$ cat config.mk
export PLATFORM = sky130hd
export DESIGN_NAME = imem_loader
export DESIGN_NICKNAME = d
export VERILOG_FILES = /design/src/rtl/imem_loader.sv
export SDC_FILE = /design/constraint.sdc
export NUM_CORES = 1
export LEC_CHECK = 0
export ABC_AREA = 1
export CAP_MARGIN = 5
export CORE_UTILIZATION = 50
export CTS_CLUSTER_DIAMETER = 30
export CTS_CLUSTER_SIZE = 20
export DETAILED_ROUTE_END_ITERATION = 10
export GPL_TIMING_DRIVEN = 0
export PLACE_DENSITY = 0.72
export RECOVER_POWER = 25
export SYNTH_ARGS = -nofsm -noshare
export SYNTH_HDL_FRONTEND = slang
export SYNTH_SLANG_ARGS = --single-unit
export TNS_END_PERCENT = 30
$ cat constraint.sdc
create_clock -name clk -period 5.07 [get_ports clk]
set_clock_uncertainty 0.05 [all_clocks]
set_input_delay 1.521 -clock clk [delete_from_list [all_inputs] [get_ports clk]]
set_output_delay 1.521 -clock clk [all_outputs]
set_load 0.02 [all_outputs]
$ cat src/rtl/imem_loader.sv
`default_nettype none
// ============================================================================
//  Module      : imem_loader
//  Description : Boot-time program loader. Parses a framed byte stream
//                (16-bit word count, little-endian payload words, 8-bit
//                checksum), writes each assembled word to instruction memory
//                and releases the core from reset once the frame checks out.
//  Revision    : 1.0 - initial release
// ============================================================================
module imem_loader #(
  parameter logic [31:0] BASE_ADDR = 32'h0000_0000,
  parameter int unsigned MAX_WORDS = 256
) (
  input  logic        clk,
  input  logic        reset,
  input  logic        rx_valid,
  input  logic [7:0]  rx_data,
  output logic        rx_ready,
  output logic        imem_we,
  output logic [31:0] imem_addr,
  output logic [31:0] imem_wdata,
  output logic        core_reset,
  output logic        done,
  output logic        error
);

  localparam logic [2:0] S_LEN_LO = 3'd0;
  localparam logic [2:0] S_LEN_HI = 3'd1;
  localparam logic [2:0] S_DATA   = 3'd2;
  localparam logic [2:0] S_CSUM   = 3'd3;
  localparam logic [2:0] S_DONE   = 3'd4;
  localparam logic [2:0] S_ERR    = 3'd5;

  localparam logic [31:0] c_max_words = 32'(MAX_WORDS);

  logic [2:0]  r_state;
  logic [2:0]  w_state_next;
  logic [7:0]  r_len_lo;
  logic [15:0] r_num_words;
  logic [1:0]  r_byte_idx;
  logic [15:0] r_word_idx;
  logic [7:0]  r_sum;
  logic [23:0] r_word;     // bytes 0..2 of the word being assembled, byte 0 lowest
  logic        r_we;
  logic [31:0] r_addr;
  logic [31:0] r_wdata;

  logic        w_hs;
  logic [15:0] w_len;
  logic        w_last_byte;
  logic        w_last_word;

  assign w_hs        = rx_valid & rx_ready;
  assign w_len       = {rx_data, r_len_lo};
  assign w_last_byte = (r_byte_idx == 2'd3);
  assign w_last_word = (r_word_idx == (r_num_words - 16'd1));

  // State register
  always_ff @(posedge clk) begin
    if (reset) begin
      r_state <= S_LEN_LO;
    end else begin
      r_state <= w_state_next;
    end
  end

  // Next-state decode; every transition needs a handshake
  always_comb begin
    w_state_next = r_state;
    case (r_state)
      S_LEN_LO: if (w_hs) w_state_next = S_LEN_HI;
      S_LEN_HI: begin
        if (w_hs) begin
          if ({16'd0, w_len} > c_max_words) begin
            w_state_next = S_ERR;
          end else if (w_len == 16'd0) begin
            w_state_next = S_CSUM;
          end else begin
            w_state_next = S_DATA;
          end
        end
      end
      S_DATA: if (w_hs && w_last_byte && w_last_word) w_state_next = S_CSUM;
      S_CSUM: begin
        if (w_hs) begin
          w_state_next = (rx_data == r_sum) ? S_DONE : S_ERR;
        end
      end
      S_DONE:  w_state_next = S_DONE;
      S_ERR:   w_state_next = S_ERR;
      default: w_state_next = S_ERR;
    endcase
  end

  // Status outputs are pure decodes of the current state
  always_comb begin
    rx_ready   = 1'b0;
    core_reset = 1'b1;
    done       = 1'b0;
    error      = 1'b0;
    case (r_state)
      S_LEN_LO, S_LEN_HI, S_DATA, S_CSUM: rx_ready = 1'b1;
      S_DONE: begin
        core_reset = 1'b0;
        done       = 1'b1;
      end
      S_ERR:   error = 1'b1;
      default: error = 1'b1;
    endcase
  end

  // Datapath: length capture, word assembly, running sum and write port
  always_ff @(posedge clk) begin
    if (reset) begin
      r_len_lo    <= 8'd0;
      r_num_words <= 16'd0;
      r_byte_idx  <= 2'd0;
      r_word_idx  <= 16'd0;
      r_sum       <= 8'd0;
      r_word      <= 24'd0;
      r_we        <= 1'b0;
      r_addr      <= BASE_ADDR;
      r_wdata     <= 32'd0;
    end else begin
      r_we <= 1'b0;
      if (w_hs) begin
        case (r_state)
          S_LEN_LO: r_len_lo <= rx_data;
          S_LEN_HI: r_num_words <= w_len;
          S_DATA: begin
            r_sum      <= r_sum + rx_data;
            r_byte_idx <= r_byte_idx + 2'd1;
            r_word     <= {rx_data, r_word[23:8]};
            if (w_last_byte) begin
              // Address and data hold until the next write strobe
              r_we       <= 1'b1;
              r_addr     <= BASE_ADDR + {14'd0, r_word_idx, 2'b00};
              r_wdata    <= {rx_data, r_word};
              r_word_idx <= r_word_idx + 16'd1;
            end
          end
          default: ;
        endcase
      end
    end
  end

  assign imem_we    = r_we;
  assign imem_addr  = r_addr;
  assign imem_wdata = r_wdata;

endmodule
`default_nettype wire

==> results of run 1 <==
-- worst paths after layout --
kind / end / slack [ps] / cells past startpoint
worst max-delay path: imem_wdata[25] / 1500 / 9
worst min-delay path: imem_wdata[0] / 400 / 2
worst max register to register: r_word[6] / 2500 / 8
worst min register to register: imem_wdata[0] / 400 / 2
-- through the flow --
stage | power, uW | hold slack (ps) | util (%)
final | 3168 | 396.9 | 65.33
after global routing | 3323 | 419.6 | 65.33
after CTS | 3169 | 405.3 | 65.66
after detailed placement | 1797 | 395.4 | 59.55
after global placement | 1769 | 394.7 | 59.55
after floorplan | 1635 | 370.5 | -
-- cells in the mapped netlist (2+ instances only) --
master,count,share of area [%]
nor2_1,111,7.4
nand2_1,79,5.2
o21a_1,4,0.53
o21bai_1,2,0.27
a21oi_1,89,7.9
inv_2,3,0.20
nand4_1,7,0.77
nand2_2,3,0.33
nor2_2,7,0.77
nor3_1,5,0.44
clkbuf_1,23,1.5
inv_1,82,5.4
nor3_4,2,0.58
xnor2_1,6,0.93
o21ai_0,116,10
xor2_1,17,2.6
nand3_1,18,1.6
buf_4,17,2.3
nand3b_1,3,0.40
nand3_2,2,0.35
a211oi_1,2,0.27
ha_1,10,2.2
o211ai_1,2,0.27
dfxtp_1,126,45
nor4_1,2,0.22
nor2_4,3,0.60
buf_2,7,0.62
-- registers in the layout, indices dropped and copies added, names as in the netlist --
name	cells
imem_addr	16
r_word	24
imem_wdata	32
r_byte_idx	2
imem_we	1
r_len_lo	8
r_num_words	16
r_sum	8
r_word_idx	16
r_state	3
-- cell type report --
class	count	area, um2
Fill cell	930	3791
Buffer	48	251.5
Timing Repair Buffer	63	630.6
Sequential cell	126	2522
Tap cell	140	175.2
Multi-Input combinational cell	512	2577
Clock buffer	17	425.4
Clock inverter	15	242.7
Inverter	85	319.1
-- critical path: cells and delay by family --
| family | cells | cell delay (ps) |
|---|---|---|
| buffers and inverters | 5 | 1740 |
| AND/OR/NAND/NOR | 3 | 440 |
| AO/OA/AOI/OAI | 1 | 110 |
-- where the power goes --
group          total [uW]  leakage (uW)  internal, uW  switching [uW]
logic                 650       0.00177           229             421
clock network        1370      0.000315           920             453
registers            1150       0.00102          1080            70.5
total                3170       0.00310          2220             944
-- kinds of logic after synthesis --
logic type,share of synthesized area (%)
AND/OR/NAND/NOR,19.02
AO/OA/AOI/OAI,19.88
buffers and inverters,10.25
flip-flops,44.64
XOR/XNOR,3.565
adder cells (fa/ha/maj),2.569
other,0.06637
-- routing by layer --
metal  vias to the layer above  track usage (%)  wire [um]  part of all wire [%]
met5                         -                0          0                     0
met4                         0            10.62        263                   1.7
met3                        23            5.967        845                   5.5
met2                       172            47.04       7479                    49
met1                      2456            33.72       6648                    44
li1                       2631                -          -                     -
==> flow_summary_export.csv, run 1 <==
group,metric,value,unit
placed_design,post-place-ws,1371,ps
placed_design,gp_congestion,0.9070,
placed_design,io_buffers,63,
min_path,hold_start,"r_word[0]",
run_status,status,"complete, no violations",
timing,hold_viol,0,
power_and_ir_drop,peakVddDrop,0.0002839,V
timing,fin_setup_tns,0,ps
yosys,yosys.cell_types.count,35,
timing,max_freq,0.2800,GHz
clock_tree,cts_max_level,4,
yosys,async_reset_ff_share,0,%
yosys,synth_sequential_area_ratio,44.64,%
grt,grt_pass1_vias,5091,
critical_path,worstSetupPathType,"in -> reg",
finish,nets,875,
grt,grt_max_degree,17,
finish,stdcell_area,7144,um2
timing,tightest_slew,793.5,ps
critical_path,start_kind,"primary input",
clock_tree,cts_setup_buffers,0,
finish,layout_commonest_cell,"dfxtp_1",
floorplanning,chipHeight,108.3,um
timing,layout_setup_ws,1499,ps
finish,drive_gt1_share,7.968,%
route,drtIter0Drc,286,
run,maxCapViolCount,0,
yosys,synth-warning-count,0,
grt,grt_util_all_layers,27.51,%
clock_tree,cts_buffers,17,
critical_path,r2r-start,"r_state[1]",
yosys,syn_inst,756,
finish,final_cells,1006,
power_and_ir_drop,power_density,443.4,nW/um2
critical_path,cpPeakStageDelay,570,ps
yosys,ys_ff_latch,126,
critical_path,crit_slowest_cell,"dlygate4sd3_1",
floorplanning,die_x,108.3,um
placed_design,dp.cells,974,
critical_path,arrival,3810,ps
critical_path,required,5310,ps
clock_tree,cts_tree,"yes",
route,ant_nets,0,
finish,num_antenna_cells,0,
timing,drv_slew,0,
placed_design,dp_hpwl,10800,um
clock_tree,cts_buffer_depth,2,
clock_tree,post_cts_resized,0,
floorplanning,ioPinCount,80,
grt,grt_overflow,0,
route,avgRoutedWirePerCell,15.15,um
floorplanning,num_rows,38,
yosys,synth_edf_count,0,
power_and_ir_drop,p_leak,0.003103,uW
floorplanning,dieArea,11730,um2
floorplanning,coreArea,10940,um2
finish,final_cell_mix,"dfxtp_1, nor2_1, o21ai_0, a21oi_1, inv_1",
timing,rsz0062_at_grt,"false",
clock_tree,clk_latency,420,ps
clock_tree,cts.sinks,126,
yosys,synthFlopType,"dfxtp_1",
placed_design,placed_cell_area,6513,um2
critical_path,cp-startpoint,"rx_valid",
critical_path,crit_chain,"dlygate4sd3_1, nand2_1, nor2_1, nand2_1, clkbuf_1, inv_1, clkbuf_1, buf_2, a21oi_1",
grt,grt_pass1_wl,24500,um
floorplanning,initial_core_util,51.67,%
timing,setup_viol,0,
grt,antenna_found_initial,0,
clock_tree,cts.root.buffer_cell,"clkbuf_16",
timing,period_minus_slack,3571,ps
timing,slew_headroom,46.91,%
finish,syn2layout_area_growth,26.44,%
min_path,min_path_type,"reg -> reg",
critical_path,end_kind,"register",
clock_tree,clk_pin_slew,60,ps
route,routed_wl,15240,um
critical_path,crit_fanout,10,
route,post_drt_via_cell_ratio,5.250,
timing,period_share,70.44,%
clock_tree,ctsHoldBuffers,0,
route,dr_total_vias,5282,
yosys,post_synth.cell_area_avg,7.474,um2
yosys,syn-cell-area,5650,um2
route,dr.pass1.iters,5,
route,drc,0,
Power figures use the tool's default switching activity.
==> run 2, diff against run 1 <==
clock period = 3.4 ns   (was 5.07 ns; I/O delays follow)
==> flow_summary_export.csv, run 2 (synthesis results as in run 1) <==
group,metric,value,unit
grt,antenna_found_initial,0,
timing,rsz0062_at_grt,"false",
min_path,min_path_type,"reg -> reg",
placed_design,dp.cells,974,
floorplanning,die_x,108.3,um
power_and_ir_drop,peakVddDrop,0.0004233,V
grt,grt.busiest_layer,"met2",
run_status,status,"complete, no violations",
clock_tree,clk_pin_slew,60,ps
floorplanning,dieArea,11730,um2
critical_path,worstSetupPathType,"in -> reg",
timing,drv_slew,0,
critical_path,crit_chain,"dlygate4sd3_1, inv_1, nor2_1, inv_1, clkbuf_1, o21ai_0, a21oi_1",
clock_tree,cts.sinks,126,
grt,grt_pass1_wl,24500,um
placed_design,dp_hpwl,10800,um
critical_path,cpPeakStageDelay,620,ps
timing,hold_viol,0,
route,drtIter0Drc,290,
placed_design,post-place-ws,202.1,ps
grt,grt_overflow,0,
run,maxCapViolCount,0,
critical_path,crit_fanout,10,
finish,final_cell_mix,"dfxtp_1, nor2_1, o21ai_0, a21oi_1, inv_1",
critical_path,crit_family,"buffers and inverters",
finish,finish.utilization,65.34,%
clock_tree,post_cts_resized,0,
power_and_ir_drop,power_density,661.0,nW/um2
critical_path,critPathBufInv,4,
placed_design,gp_congestion,0.9070,
timing,tightest_slew,778.0,ps
grt,globalRouteMet1Util,33.72,%
clock_tree,cts_buffer_depth,2,
clock_tree,cts.root.buffer_cell,"clkbuf_16",
floorplanning,initial_core_util,51.67,%
grt,grt_max_degree,17,
critical_path,required,3640,ps
critical_path,end_kind,"register",
route,avgRoutedWirePerCell,15.14,um
critical_path,r2r-start,"r_state[1]",
power_and_ir_drop,p_leak,0.003107,uW
min_path,hold_start,"r_word[0]",
grt,grt_use_met2,47.04,%
clock_tree,cts_tree,"yes",
clock_tree,clk_latency,420,ps
finish,syn2layout_area_growth,26.46,%
clock_tree,cts_max_level,4,
finish,drive_gt1_share,8.083,%
finish,layout_commonest_cell,"dfxtp_1",
route,dr_total_vias,5279,
route,post_drt_via_cell_ratio,5.248,
grt,use_met3,5.967,%
route,routed_wl,15230,um
critical_path,cp_common_cell,"inv_1",
floorplanning,coreArea,10940,um2
placed_design,io_buffers,63,
finish,nets,875,
critical_path,start_kind,"primary input",
critical_path,cp-startpoint,"rx_valid",
finish,num_antenna_cells,0,
floorplanning,chipHeight,108.3,um
clock_tree,cts_buffers,17,
clock_tree,ctsHoldBuffers,0,
critical_path,crit_slowest_cell,"nor2_1",
finish,final_cells,1006,
route,dr.pass1.iters,5,
timing,layout_setup_ws,399.8,ps
clock_tree,cts_setup_buffers,0,
timing,period_share,88.24,%
timing,slew_headroom,47.94,%
grt,grt_pass1_vias,5091,
route,drc,0,
critical_path,arrival,3240,ps
timing,setup_viol,0,
timing,max_freq,0.3333,GHz
timing,hold_ws,397.6,ps
floorplanning,ioPinCount,80,
finish,largest_reg_flops,32,
floorplanning,num_rows,38,
timing,period_minus_slack,3000,ps
route,ant_nets,0,
grt,grt_util_all_layers,27.51,%
timing,fin_setup_tns,0,ps
==> run 2: cell type report <==
class	count	area (um2)
fill	929	3790
multi-input combinational	512	2577
sequential	126	2522
timing repair buffer	63	630.6
clock buffer	17	425.4
inverter	85	319.1
buffer	48	252.7
clock inverter	15	242.7
tap	140	175.2
==> run 2: path summary, 6_finish.rpt <==
kind | end | slack [ps] | cells after the start
setup / recovery | r_word[6] | 400 | 7
hold / removal | imem_wdata[0] | 400 | 2
hold reg to reg | imem_wdata[0] | 400 | 2
setup reg to reg | r_word[6] | 850 | 8
==> run 2: stage by stage <==
stage / total power [uW] / area (um2)
4_1_cts: 4725 / 7181
3_3_place_gp: 2638 / 6513
5_1_grt: 4955 / 7146
3_5_place_dp: 2680 / 6513
6_report: 4724 / 7146
2_1_floorplan: 2438 / 5707
==> run 2: worst register-to-register path: stages, from the launching register on <==
cell,delay [ps]
dfxtp_1,450
inv_2,110
nor3_4,180
inv_1,100
nor2_1,600
inv_1,240
clkbuf_1,300
o21ai_0,320
a21oi_1,70
==> run 2: routing by layer <==
layer / vias up / routed length, um / share of wire (%)
li1: 2632 / - / -
met1: 2451 / 6632 / 44
met2: 169 / 7444 / 49
met3: 27 / 846 / 5.6
met4: 0 / 305 / 2.0
met5: - / 0 / 0
==> run 2: report_power, final <==
group	total (uW)	switching, uW	internal [uW]
clock network	2050	676	1370
logic	968	627	341
registers	1710	105	1600
total	4720	1410	3320
==> run 3, diff against run 2 <==
--- a/config.mk
+++ b/config.mk
@@ -9,5 +9,5 @@
 export CAP_MARGIN = 5
 export CORE_UTILIZATION = 50
-export CTS_CLUSTER_DIAMETER = 30
+export CTS_CLUSTER_DIAMETER = 80
 export CTS_CLUSTER_SIZE = 20
 export DETAILED_ROUTE_END_ITERATION = 10
==> constraint.sdc (replaced) <==
create_clock -name clk -period 3.4 [get_ports clk]
set_clock_uncertainty 0.05 [all_clocks]
set_input_delay 0.68 -clock clk [delete_from_list [all_inputs] [get_ports clk]]
set_output_delay 0.68 -clock clk [all_outputs]
set_load 0.02 [all_outputs]
==> results of run 3 <==
Same layout as run 1 (identical final DEF). Status: complete, no violations.
Among the figures that moved: setup slack after placement 1371 ps -> 542.1 ps; setup slack after layout 1499 ps -> 669.9 ps; register-to-register setup slack 2500 ps -> 830 ps; total power 3168 uW -> 4724 uW; worst IR drop on VDD 0.0002839 V -> 0.0004234 V
